`config.mk`:
```
export PLATFORM = sky130hd
export DESIGN_NAME = cpu_run_controller_flat
export DESIGN_NICKNAME = d
export VERILOG_FILES = /design/src/rtl/cpu_run_controller_if.sv /design/src/rtl/cpu_run_controller.sv /design/src/flat_wrapper.sv
export SDC_FILE = /design/constraint.sdc
export NUM_CORES = 1
export LEC_CHECK = 0
export BUFFER_PORTS_ARGS = -buffer_cell sky130_fd_sc_hd__buf_4
export CAP_MARGIN = 20
export CORE_AREA = 2 2 119 121
export DETAILED_ROUTE_END_ITERATION = 8
export DIE_AREA = 0 0 121 123
export SYNTH_ARGS = -nofsm -noshare
export SYNTH_HDL_FRONTEND = slang
export SYNTH_SLANG_ARGS = --single-unit
```
`constraint.sdc`:
```
create_clock -name CLK100MHZ -period 4.5 [get_ports CLK100MHZ]
set_input_delay 1.35 -clock CLK100MHZ [delete_from_list [all_inputs] [get_ports CLK100MHZ]]
set_output_delay 1.35 -clock CLK100MHZ [all_outputs]
set_load 0.05 [all_outputs]
```
`src/rtl/cpu_run_controller_if.sv`:
```
// Bundle between the board controls, the core's instruction bus and the run controller.
// The master drives buttons, switches and PC; the slave (the controller) drives the core controls.
interface cpu_run_controller_if;
  logic        BTN_STEP;
  logic        BTN_RUN;
  logic        MODE_FAST;
  logic        BP_EN;
  logic [31:0] BP_ADDR;
  logic [31:0] PC;
  logic        CPU_RST_N;
  logic        CPU_HALT;
  logic [2:0]  STATE;
  logic [15:0] STEP_COUNT;

  modport master (
    output BTN_STEP, BTN_RUN, MODE_FAST, BP_EN, BP_ADDR, PC,
    input  CPU_RST_N, CPU_HALT, STATE, STEP_COUNT
  );

  modport slave (
    input  BTN_STEP, BTN_RUN, MODE_FAST, BP_EN, BP_ADDR, PC,
    output CPU_RST_N, CPU_HALT, STATE, STEP_COUNT
  );
endinterface

```
`src/rtl/cpu_run_controller.sv`:
```
// Run/step controller for the debug core: boot sequencing, debounced run/step buttons,
// fast or slow-tick gating of the core and an instruction-address breakpoint.
module cpu_run_controller #(
  parameter int unsigned TICK_DIV        = 50_000_000,
  parameter int unsigned BOOT_CYCLES     = 16,
  parameter int unsigned DEBOUNCE_CYCLES = 1_000_000
) (
  input  logic                 CLK100MHZ,
  input  logic                 RST,
  cpu_run_controller_if.slave  bus
);

  localparam int DB_W   = $clog2(DEBOUNCE_CYCLES + 1);
  localparam int BOOT_W = $clog2(BOOT_CYCLES + 1);
  localparam int TICK_W = $clog2(TICK_DIV);

  localparam logic [DB_W-1:0]   DB_LAST   = DB_W'(DEBOUNCE_CYCLES - 1);
  localparam logic [BOOT_W-1:0] BOOT_LAST = BOOT_W'(BOOT_CYCLES - 1);
  localparam logic [TICK_W-1:0] TICK_LAST = TICK_W'(TICK_DIV - 1);

  typedef enum logic [2:0] {
    ST_BOOT     = 3'd0,
    ST_PAUSED   = 3'd1,
    ST_STEP     = 3'd2,
    ST_RUN_SLOW = 3'd3,
    ST_RUN_FAST = 3'd4,
    ST_BREAK    = 3'd5
  } state_e;

  // Button bit 1 is run, bit 0 is step.
  logic [1:0]      btnRaw;
  logic [1:0]      sync1_q, sync2_q, deb_q, debPrev_q, press_q;
  logic [DB_W-1:0] dbCount_q [2];

  state_e            state_q;
  logic              cpuRstN_q;
  logic              bpArmed_q;
  logic [BOOT_W-1:0] bootCount_q;
  logic [TICK_W-1:0] tickCount_q;
  logic [15:0]       stepCount_q, stepCount_d;

  logic runPress, stepPress, tick, bpHit, cpuHalt, released, inRun;

  assign btnRaw    = {bus.BTN_RUN, bus.BTN_STEP};
  assign runPress  = press_q[1];
  assign stepPress = press_q[0];

  // A level is accepted only after the synchronized input has disagreed with it
  // for DEBOUNCE_CYCLES cycles in a row; the press pulse follows one cycle later.
  always_ff @(posedge CLK100MHZ) begin
    if (RST) begin
      sync1_q   <= '0;
      sync2_q   <= '0;
      deb_q     <= '0;
      debPrev_q <= '0;
      press_q   <= '0;
      for (int i = 0; i < 2; i++) dbCount_q[i] <= '0;
    end else begin
      sync1_q   <= btnRaw;
      sync2_q   <= sync1_q;
      debPrev_q <= deb_q;
      press_q   <= deb_q & ~debPrev_q;
      for (int i = 0; i < 2; i++) begin
        if (sync2_q[i] == deb_q[i]) begin
          dbCount_q[i] <= '0;
        end else if (dbCount_q[i] == DB_LAST) begin
          deb_q[i]     <= sync2_q[i];
          dbCount_q[i] <= '0;
        end else begin
          dbCount_q[i] <= dbCount_q[i] + 1'b1;
        end
      end
    end
  end

  assign tick  = (tickCount_q == TICK_LAST);
  assign bpHit = bus.BP_EN & bpArmed_q & (bus.PC == bus.BP_ADDR);
  assign inRun = (state_q == ST_RUN_SLOW) || (state_q == ST_RUN_FAST);

  // Halt is combinational so a breakpoint match stops the core in the same cycle.
  always_comb begin
    cpuHalt = 1'b1;
    case (state_q)
      ST_STEP:     cpuHalt = 1'b0;
      ST_RUN_FAST: cpuHalt = bpHit;
      ST_RUN_SLOW: cpuHalt = ~(tick & ~bpHit);
      default:     cpuHalt = 1'b1;
    endcase
  end

  assign released    = ~cpuHalt & cpuRstN_q;
  assign stepCount_d = (released && stepCount_q != 16'hFFFF) ? stepCount_q + 16'd1 : stepCount_q;

  always_ff @(posedge CLK100MHZ) begin
    if (RST) begin
      state_q     <= ST_BOOT;
      cpuRstN_q   <= 1'b0;
      bpArmed_q   <= 1'b0;
      bootCount_q <= '0;
      tickCount_q <= '0;
      stepCount_q <= '0;
    end else begin
      stepCount_q <= stepCount_d;
      tickCount_q <= (state_q == ST_RUN_SLOW && !tick) ? tickCount_q + 1'b1 : '0;
      if (inRun && released) bpArmed_q <= 1'b1;

      case (state_q)
        ST_BOOT: begin
          if (bootCount_q == BOOT_LAST) begin
            state_q   <= ST_PAUSED;
            cpuRstN_q <= 1'b1;
          end else begin
            bootCount_q <= bootCount_q + 1'b1;
          end
        end
        ST_PAUSED, ST_BREAK: begin
          // Disarming on entry lets a run that starts on the breakpoint step past it.
          if (runPress) begin
            state_q   <= bus.MODE_FAST ? ST_RUN_FAST : ST_RUN_SLOW;
            bpArmed_q <= 1'b0;
          end else if (stepPress) begin
            state_q <= ST_STEP;
          end
        end
        ST_STEP: state_q <= ST_PAUSED;
        ST_RUN_SLOW, ST_RUN_FAST: begin
          if (runPress) begin
            state_q <= ST_PAUSED;
          end else if (bpHit) begin
            state_q <= ST_BREAK;
          end else if (bus.MODE_FAST && state_q == ST_RUN_SLOW) begin
            state_q <= ST_RUN_FAST;
          end else if (!bus.MODE_FAST && state_q == ST_RUN_FAST) begin
            state_q <= ST_RUN_SLOW;
          end
        end
        default: state_q <= ST_PAUSED;
      endcase
    end
  end

  assign bus.CPU_RST_N  = cpuRstN_q;
  assign bus.CPU_HALT   = cpuHalt;
  assign bus.STATE      = state_q;
  assign bus.STEP_COUNT = stepCount_q;

endmodule

```
`src/flat_wrapper.sv`:
```
// flat-port wrapper written by rule: the top's interface ports become plain ports
module cpu_run_controller_flat 
#(
  parameter int unsigned TICK_DIV        = 50_000_000,
  parameter int unsigned BOOT_CYCLES     = 16,
  parameter int unsigned DEBOUNCE_CYCLES = 1_000_000
)
  (CLK100MHZ, RST, bus_BTN_STEP, bus_BTN_RUN, bus_MODE_FAST, bus_BP_EN, bus_BP_ADDR, bus_PC, bus_CPU_RST_N, bus_CPU_HALT, bus_STATE, bus_STEP_COUNT);
  cpu_run_controller_if bus_i ();
  input  logic CLK100MHZ;
  input  logic RST;
  input wire logic [$bits(bus_i.BTN_STEP)-1:0] bus_BTN_STEP;
  input wire logic [$bits(bus_i.BTN_RUN)-1:0] bus_BTN_RUN;
  input wire logic [$bits(bus_i.MODE_FAST)-1:0] bus_MODE_FAST;
  input wire logic [$bits(bus_i.BP_EN)-1:0] bus_BP_EN;
  input wire logic [$bits(bus_i.BP_ADDR)-1:0] bus_BP_ADDR;
  input wire logic [$bits(bus_i.PC)-1:0] bus_PC;
  output wire logic [$bits(bus_i.CPU_RST_N)-1:0] bus_CPU_RST_N;
  output wire logic [$bits(bus_i.CPU_HALT)-1:0] bus_CPU_HALT;
  output wire logic [$bits(bus_i.STATE)-1:0] bus_STATE;
  output wire logic [$bits(bus_i.STEP_COUNT)-1:0] bus_STEP_COUNT;
  assign bus_i.BTN_STEP = bus_BTN_STEP;
  assign bus_i.BTN_RUN = bus_BTN_RUN;
  assign bus_i.MODE_FAST = bus_MODE_FAST;
  assign bus_i.BP_EN = bus_BP_EN;
  assign bus_i.BP_ADDR = bus_BP_ADDR;
  assign bus_i.PC = bus_PC;
  assign bus_CPU_RST_N = bus_i.CPU_RST_N;
  assign bus_CPU_HALT = bus_i.CPU_HALT;
  assign bus_STATE = bus_i.STATE;
  assign bus_STEP_COUNT = bus_i.STEP_COUNT;
  cpu_run_controller #(.TICK_DIV(TICK_DIV), .BOOT_CYCLES(BOOT_CYCLES), .DEBOUNCE_CYCLES(DEBOUNCE_CYCLES)) u_core (.CLK100MHZ(CLK100MHZ), .RST(RST), .bus(bus_i));
endmodule
```
==> results of run 1 <==
path summary, 6_finish.rpt:
| kind | start | to | slack, ps | cells after the start |
|---|---|---|---|---|
| worst max-delay path | bus_PC[10] | bus_CPU_HALT | 80 | 8 |
| worst min-delay path | u_core.debPrev_q[0] | u_core.press_q[0] | 390 | 1 |
| worst max register to register | u_core.tickCount_q[0] | u_core.bus.STEP_COUNT[15] | 1830 | 9 |
| worst min register to register | u_core.debPrev_q[0] | u_core.press_q[0] | 390 | 1 |
layer usage:
| metal | wire length (um) | share of wire, % | GRT usage, % |
|---|---|---|---|
| met1 | 4740 | 45 | 18.1 |
| met2 | 5180 | 49 | 25.1 |
| met3 | 522 | 4.9 | 4.66 |
| met4 | 176 | 1.7 | 5.09 |
| met5 | 0 | 0 | 0 |
cell type report:
type | instances | area share [%]
flip-flops and latches | 102 | 36.7
clock inverters | 6 | 0.752
inverters | 13 | 0.733
multi-input cells | 477 | 43.9
clock buffers | 10 | 3.76
well taps | 180 | 3.38
repair buffers | 93 | 10.7
flip-flops by register name, summed over array words and instances, names as in the netlist:
signal,count
u_core.sync2_q,2
u_core.debPrev_q,2
u_core.bpArmed_q,1
u_core.bus.CPU_RST_N,1
u_core.bus.STATE,3
u_core.dbCount_q,40
u_core.deb_q,2
u_core.sync1_q,2
u_core.bootCount_q,5
u_core.tickCount_q,26
u_core.press_q,2
u_core.bus.STEP_COUNT,16
what timing repair did:
action / CTS / global route
endpoints found under the setup margin: 1 / 1
resized for setup: 3 / 7
cloned: 0 / 0
pin swaps: 0 / 2
cells by family after synthesis:
logic type	count (synthesis)	synth area share (%)
DFF	102	45.7
and+or+nand+nor	272	26.2
xor gates and xnor gates	90	14.8
other	1	0.0702
adders and majority gates	6	1.41
muxes	4	0.843
buffers and inverters	35	3.14
AOI/OAI and AO/OA	65	7.85
layout by cell type (no fill, tap or decap), types with 2 or more instances in the layout:
| cell | netlist | routed |
|---|---|---|
| buf_4 | 0 | 90 |
| nor2_1 | 88 | 88 |
| dfxtp_1 | 62 | 62 |
| xor2_1 | 56 | 56 |
| nand3_1 | 40 | 40 |
| edfxtp_1 | 40 | 40 |
| conb_1 | 1 | 40 |
| xnor2_1 | 34 | 34 |
| nand2_1 | 33 | 33 |
| a21oi_1 | 24 | 23 |
| and3_1 | 22 | 22 |
| nor3_1 | 14 | 14 |
| nand4_1 | 13 | 13 |
| inv_1 | 13 | 13 |
| o31ai_1 | 11 | 11 |
| or4_1 | 12 | 11 |
| nor2b_1 | 10 | 10 |
| clkbuf_16 | 0 | 10 |
| o21ai_0 | 9 | 9 |
| or3_1 | 8 | 8 |
| nor4_1 | 9 | 7 |
| ha_1 | 6 | 6 |
| and4_1 | 5 | 5 |
| nor4_2 | 2 | 4 |
| and2_1 | 3 | 3 |
| mux2i_1 | 3 | 3 |
| a211oi_1 | 3 | 3 |
| nand2b_1 | 3 | 3 |
| o21ai_1 | 3 | 3 |
| clkinv_4 | 0 | 3 |
| o22ai_1 | 2 | 2 |
| a21oi_2 | 2 | 2 |
| nand4b_1 | 2 | 2 |
| inv_6 | 0 | 2 |
| buf_6 | 3 | 2 |
Yosys cell counts (all sizes together) (10+ instances only):
cell	number
a21oi	26
xnor2	34
inv	13
nor2b	10
xor2	56
nor3	14
or4	12
edfxtp	40
nand4	13
nor2	89
dfxtp	62
o21ai	13
o31ai	11
nor4	11
and3	22
nand2	33
clkbuf	13
nand3	40
report_power, final:
group          total, mW  leakage (nW)  switching, mW  internal, mW
Sequential          1.04         0.914         0.0467         0.996
Combinational      0.308          1.42          0.160         0.148
Clock              0.773         0.149          0.357         0.416
==> results.cfg, run 1 <==
[clock_network]
tritoncts_num_sinks = 102
postCtsSetupRepairBufs = 0
path_clk_slew_ps = 60
clk_path_buf_depth = 2
clk_latency_ps = 350
clockRootBuffer = clkbuf_16
cts_tree = yes
ctsHoldBuffers = 0
htreeDepth = 3
numCtsBuffers = 9

[die]
pin_count = 91
rows = 43
core_um2 = 13600
fp.dieW_um = 121
dieArea_um2 = 14900
initial_core_util_pct = 39.2
die_h_um = 123

[status]
status = finished clean

[power_and_ir_drop]
peakVddDrop_v = 0.000154
cellPowerDensity_nw_per_um2 = 319
fin_total_pwr_mw = 2.12
leakage_nw = 2.48

[critical_path]
worstPathRequired_ps = 3150
crit_arrival_ps = 3070
path_class = in -> out
path_cells = buf_4 -> xor2_1 -> nor4_2 -> nand3_1 -> or4_4 -> a21oi_4 -> a2bb2oi_4 -> buf_8
slowest_delay_ps = 520
endpoint_kind = primary output
path_buf_inv = 2
cpLargestDelayFamily = simple AND/OR/NAND/NOR gates
start_kind = input port
critPathSlowestCell = or4_4
path_max_fanout = 2

[detailed_routing]
drt-pass1-iter-count = 4
drc = 0
drt_iter0_drc = 164
dr_total_vias = 4397
viasPerCell = 4.99
wl_um = 10600
ant_nets = 0
wire_per_inst_um = 12.1

[sta]
hold_violations = 0
period_share_pct = 98.3
hold_ws_ps = 389
worst_pin_slew_ps = 875
fmax_mhz = 226
finalSetupTns_ps = 0
period_minus_slack_ps = 4420
fin_ws_ps = 76.5
rsz0062_at_grt = true
fin_skew_ps = 8.44
drv_slew = 0
slew_headroom_pct = 41.6
finalSetupViolCount = 0

[global_route]
grt_pass1_wl_um = 17900
antenna_found_initial = 0
track_usage_pct = 14.9
overflow = 0
grt_max_degree = 39
first_global_vias = 4068

[synthesis]
synthDominantCellAreaShare_pct = 23.2
synth_edf_count = 40
syn_inst = 575
async_flop_share_pct = 0
syn_area_per_cell_um2 = 9.29
synthFlopType = dfxtp_1
yosys_warnings = 0
synth_top_area_cell = dfxtp_1
seq_area_frac_synth_pct = 45.7
syn_area_um2 = 5340
synth_cell_types = 55
ys_seq_elements = 102
synthTopCellsByArea = dfxtp_1 23%, edfxtp_1 22%, xor2_1 9.2%

[layout]
insertedDiodeCount = 0
stdcell_area_um2 = 6650
drive_gt1_share_pct = 18.0
fillers = 1275
register_area_um2 = 2440
layout.nets = 772
layout.cells.non_filler = 881
final_util_pct = 48.9
syn_to_final_growth_pct = 24.5
multi_input_area_um2 = 2920

[placed_design]
portBuffers = 90
place_area_um2 = 6300
post-place-ws_ps = -47.1
place.gp.congestion = 0.875
dp.cells = 865
hpwl_um = 7830

[worst_hold_path]
hold_class = reg -> reg

[flow_run]
cap_violations = 0
Power figures use the tool's default switching activity.
==> run 2: changes to the inputs <==
--- a/config.mk
+++ b/config.mk
@@ -7,9 +7,12 @@
 export LEC_CHECK = 0
 export BUFFER_PORTS_ARGS = -buffer_cell sky130_fd_sc_hd__buf_4
 export CAP_MARGIN = 20
+export CELL_PAD_IN_SITES_DETAIL_PLACEMENT = 1
+export CELL_PAD_IN_SITES_GLOBAL_PLACEMENT = 1
 export CORE_AREA = 2 2 119 121
 export DETAILED_ROUTE_END_ITERATION = 8
 export DIE_AREA = 0 0 121 123
+export PLACE_DENSITY_LB_ADDON = 0.1
 export SYNTH_ARGS = -nofsm -noshare
 export SYNTH_HDL_FRONTEND = slang
 export SYNTH_SLANG_ARGS = --single-unit
==> results.cfg, run 2 (synthesis results as in run 1) <==
[sta]
fin_skew_ps = 10.3
hold_violations = 0
finalSetupViolCount = 0
worst_pin_slew_ps = 908
period_minus_slack_ps = 4400
slew_headroom_pct = 39.4
period_share_pct = 97.9
fmax_mhz = 227
drv_slew = 0

[power_and_ir_drop]
cellPowerDensity_nw_per_um2 = 317
peakVddDrop_v = 0.000200
leakage_nw = 2.46
fin_total_pwr_mw = 2.10

[layout]
syn_to_final_growth_pct = 23.9
stdcell_area_um2 = 6620
final_cell_mix = 91 x buf_4, 88 x nor2_1, 62 x dfxtp_1, 56 x xor2_1
drive_gt1_share_pct = 18.3
largest_register_ffs = 40
final_common_cell = buf_4
layout.nets = 772
top_register = u_core.dbCount_q
insertedDiodeCount = 0
layout.cells.non_filler = 881

[die]
core_um2 = 13600
initial_core_util_pct = 39.2
fp.dieW_um = 121
pin_count = 91
die_h_um = 123
rows = 43
dieArea_um2 = 14900

[placed_design]
hpwl_um = 9110
place.gp.congestion = 0.752
place_area_um2 = 6290
dp.cells = 864
portBuffers = 90

[clock_network]
clockRootBuffer = clkbuf_16
htreeDepth = 3
cts_tree = yes
numCtsBuffers = 9
clk_path_buf_depth = 2
ctsHoldBuffers = 0
tritoncts_num_sinks = 102
clk_latency_ps = 360
path_clk_slew_ps = 60

[critical_path]
start_kind = input port
worstPathRequired_ps = 3150
path_cells = buf_4 -> xor2_1 -> nor4_2 -> nand4_1 -> or4_4 -> a21oi_2 -> a2bb2oi_2 -> buf_6
critPathSlowestCell = or4_4
crit_arrival_ps = 3050
path_class = in -> out
slowest_delay_ps = 460
path_max_fanout = 2
endpoint_kind = primary output

[global_route]
overflow = 0
first_global_vias = 4552
grt_pass1_wl_um = 20900
track_usage_pct = 17.5
grt_max_degree = 39
antenna_found_initial = 0

[detailed_routing]
drt-pass1-iter-count = 4
drc = 0
ant_nets = 0
wire_per_inst_um = 14.0
wl_um = 12300
drt_iter0_drc = 176
dr_total_vias = 4434
viasPerCell = 5.03

[flow_run]
cap_violations = 0

[worst_hold_path]
hold_class = reg -> reg

[status]
status = finished clean
==> run 2: cell types whose count changed in the layout (fill, tap and decap cells not counted), moves of 2 or more <==
cell | before | now
clkinv_2 | 0 | 2
clkinv_4 | 3 | 0
nor4_1 | 7 | 5
nor4_2 | 4 | 6
==> run 2: metal layers <==
| layer | part of all wire (%) | GRT usage [%] | wire, um |
|---|---|---|---|
| met5 | 0 | 0 | 0 |
| met4 | 1.7 | 6.18 | 208 |
| met3 | 2.5 | 4.15 | 303 |
| met2 | 53 | 31.3 | 6470 |
| met1 | 43 | 20.4 | 5330 |
==> run 2: path summary, 6_finish.rpt <==
check	startpoint	to	cells after the start	slack, ps
worst max register to register	u_core.bus.STEP_COUNT[3]	u_core.bus.STEP_COUNT[6]	7	1860
worst min register to register	u_core.debPrev_q[0]	u_core.press_q[0]	1	390
worst max-delay path	bus_BP_ADDR[17]	bus_CPU_HALT	8	100
worst min-delay path	u_core.debPrev_q[0]	u_core.press_q[0]	1	390
==> run 2: metrics by stage <==
stage	util (%)	TNS (ps)	hold slack (ps)	worst slack, ps
after floorplan	-	0	367	39.4
after global placement	46.2	0	375	56.5
after detailed placement	46.2	-32.1	381	-32.1
after CTS	48.4	0	391	3.97
after global routing	48.6	-14.5	412	-14.5
final	48.6	0	386	96.1
==> run 2: layout make-up <==
class                           instances  area [um^2]
Tap cell                              180          225
Clock buffer                            9          225
Multi-Input combinational cell        477         2920
Inverter                               13         48.8
Sequential cell                       102         2440
Clock inverter                          7         55.1
Timing Repair Buffer                   93          706
Fill cell                            1628         6990
==> run 2: power by group <==
group	switching, mW	internal, mW	leakage (nW)	total, mW
Clock	0.374	0.384	0.139	0.757
Combinational	0.163	0.139	1.41	0.301
Sequential	0.0463	0.996	0.914	1.04
==> run 2: what timing repair did <==
item / CTS / global route
buffers inserted: 0 / 1
cloned: 0 / 0
pin swaps: 0 / 3
endpoints found under the setup margin: 1 / 1
resized for setup: 2 / 6
==> run 2: critical path, delay by kind of cell <==
family,cells,cell delay (ps)
AO/OA/AOI/OAI,2,330
XOR/XNOR,1,170
buffers and inverters,2,290
AND/OR/NAND/NOR,3,910
==> run 3: changes to the inputs <==
==> constraint.sdc (replaced) <==
create_clock -name CLK100MHZ -period 4.5 [get_ports CLK100MHZ]
set_input_delay 1.35 -clock CLK100MHZ [delete_from_list [all_inputs] [get_ports CLK100MHZ]]
set_output_delay 1.35 -clock CLK100MHZ [all_outputs]
set_load 0.1 [all_outputs]
==> results.cfg, run 3 (synthesis results as in run 1) <==
[global_route]
track_usage_pct = 18.1
first_global_vias = 4609
antenna_found_initial = 0
grt_pass1_wl_um = 21600
overflow = 0
grt_max_degree = 39

[sta]
fin_skew_ps = 14.0
drv_slew = 0
rsz0062_at_grt = true
period_share_pct = 99.6
fmax_mhz = 223
worst_pin_slew_ps = 946
period_minus_slack_ps = 4480
hold_ws_ps = 386
hold_violations = 0
slew_headroom_pct = 36.9
finalSetupViolCount = 0

[placed_design]
place_area_um2 = 6320
hpwl_um = 9430
place.gp.congestion = 0.781
portBuffers = 90

[status]
status = finished clean

[power_and_ir_drop]
peakVddDrop_v = 0.000198
p_switching_mw = 0.591
swShare_pct = 26.8
fin_total_pwr_mw = 2.21
cellPowerDensity_nw_per_um2 = 330
p_clk_share_pct = 36.8
leakage_nw = 2.49
p_int_mw = 1.61
p_comb_share_pct = 15.9
seqPwrFrac_pct = 47.3

[layout]
final_util_pct = 49.0
largest_register_ffs = 40
insertedDiodeCount = 0
final_common_cell = buf_4
syn_to_final_growth_pct = 24.9
drive_gt1_share_pct = 18.1
final_cell_mix = 91 x buf_4, 88 x nor2_1, 62 x dfxtp_1, 56 x xor2_1
multi_input_area_um2 = 2930
stdcell_area_um2 = 6670
top_register = u_core.dbCount_q
register_area_um2 = 2440
layout.nets = 772
fillers = 1593

[critical_path]
crit_arrival_ps = 3130
path_cells = buf_4 -> xor2_1 -> nor4_2 -> nand3_1 -> or4_4 -> a21oi_4 -> a2bb2oi_4 -> buf_12
path_class = in -> out
path_max_fanout = 2
slowest_delay_ps = 530
worstPathRequired_ps = 3150
endpoint_kind = primary output
critPathSlowestCell = or4_4
start_kind = input port

[detailed_routing]
wire_per_inst_um = 14.3
drt_iter0_drc = 204
drc = 0
viasPerCell = 5.01
ant_nets = 0
dr_total_vias = 4415
drt-pass1-iter-count = 4
wl_um = 12600

[die]
initial_core_util_pct = 39.2
fp.dieW_um = 121
dieArea_um2 = 14900
die_h_um = 123
pin_count = 91
rows = 43
core_um2 = 13600

[clock_network]
htreeDepth = 3
clk_latency_ps = 350
numCtsBuffers = 9
path_clk_slew_ps = 60
clockRootBuffer = clkbuf_16
tritoncts_num_sinks = 102
cts_tree = yes
clk_path_buf_depth = 2

[worst_hold_path]
hold_class = reg -> reg

[flow_run]
cap_violations = 0
## run 3: per-stage QoR
stage / cells / setup WS [ps] / setup TNS, ps
after floorplan: 614 / -9.99 / -9.99
after global placement: 865 / -68.6 / -68.6
after detailed placement: 865 / -156 / -156
after CTS: 881 / 21.5 / 0
after global routing: 881 / -56.3 / -56.3
final: 881 / 19.5 / 0
## run 3: layout make-up
cell class              instances  share of cell area (%)
repair buffers                 93                    10.7
clock buffers                  12                    3.90
inverters                      13                   0.731
well taps                     180                    3.37
multi-input cells             477                    43.9
flip-flops and latches        102                    36.6
clock inverters                 4                   0.787
## run 3: path summary, 6_finish.rpt
check                           slack, ps                      from  depth (start not counted)                  endpoint
worst max-delay path                   20           bus_BP_ADDR[10]                          8              bus_CPU_HALT
worst min-delay path                  390       u_core.debPrev_q[0]                          1         u_core.press_q[0]
worst max register to register       1800  u_core.bus.STEP_COUNT[3]                          7  u_core.bus.STEP_COUNT[6]
worst min register to register        390       u_core.debPrev_q[0]                          1         u_core.press_q[0]
## run 3: power by group through the flow
stage	clock (mW)	sequential [mW]	combinational, mW
final	0.812	1.04	0.351
after global routing	0.884	1.05	0.389
after CTS	0.850	1.04	0.353
after detailed placement	0	1.06	0.339
after global placement	0	1.06	0.327
after floorplan	0	1.09	0.206
## run 3: routing by layer
layer / wire length (um) / global-route usage [%]
met5: 0 / 0
met3: 316 / 4.57
met1: 5440 / 21.1
met2: 6630 / 32.7
met4: 196 / 5.23
## run 3: what timing repair did
| action | in CTS | in global routing |
|---|---|---|
| pin swaps | 2 | 3 |
| hold buffers | 0 | 0 |
| buffers inserted | 0 | 0 |
| gates resized for setup | 5 | 3 |
| endpoints found under the setup margin | 1 | 1 |
## run 3: worst max-delay path: cells and delay by family
kind,cells,cell delay (ps)
AOI/OAI and AO/OA,2,350
xor gates and xnor gates,1,160
buffers and inverters,2,300
and+or+nand+nor,3,940
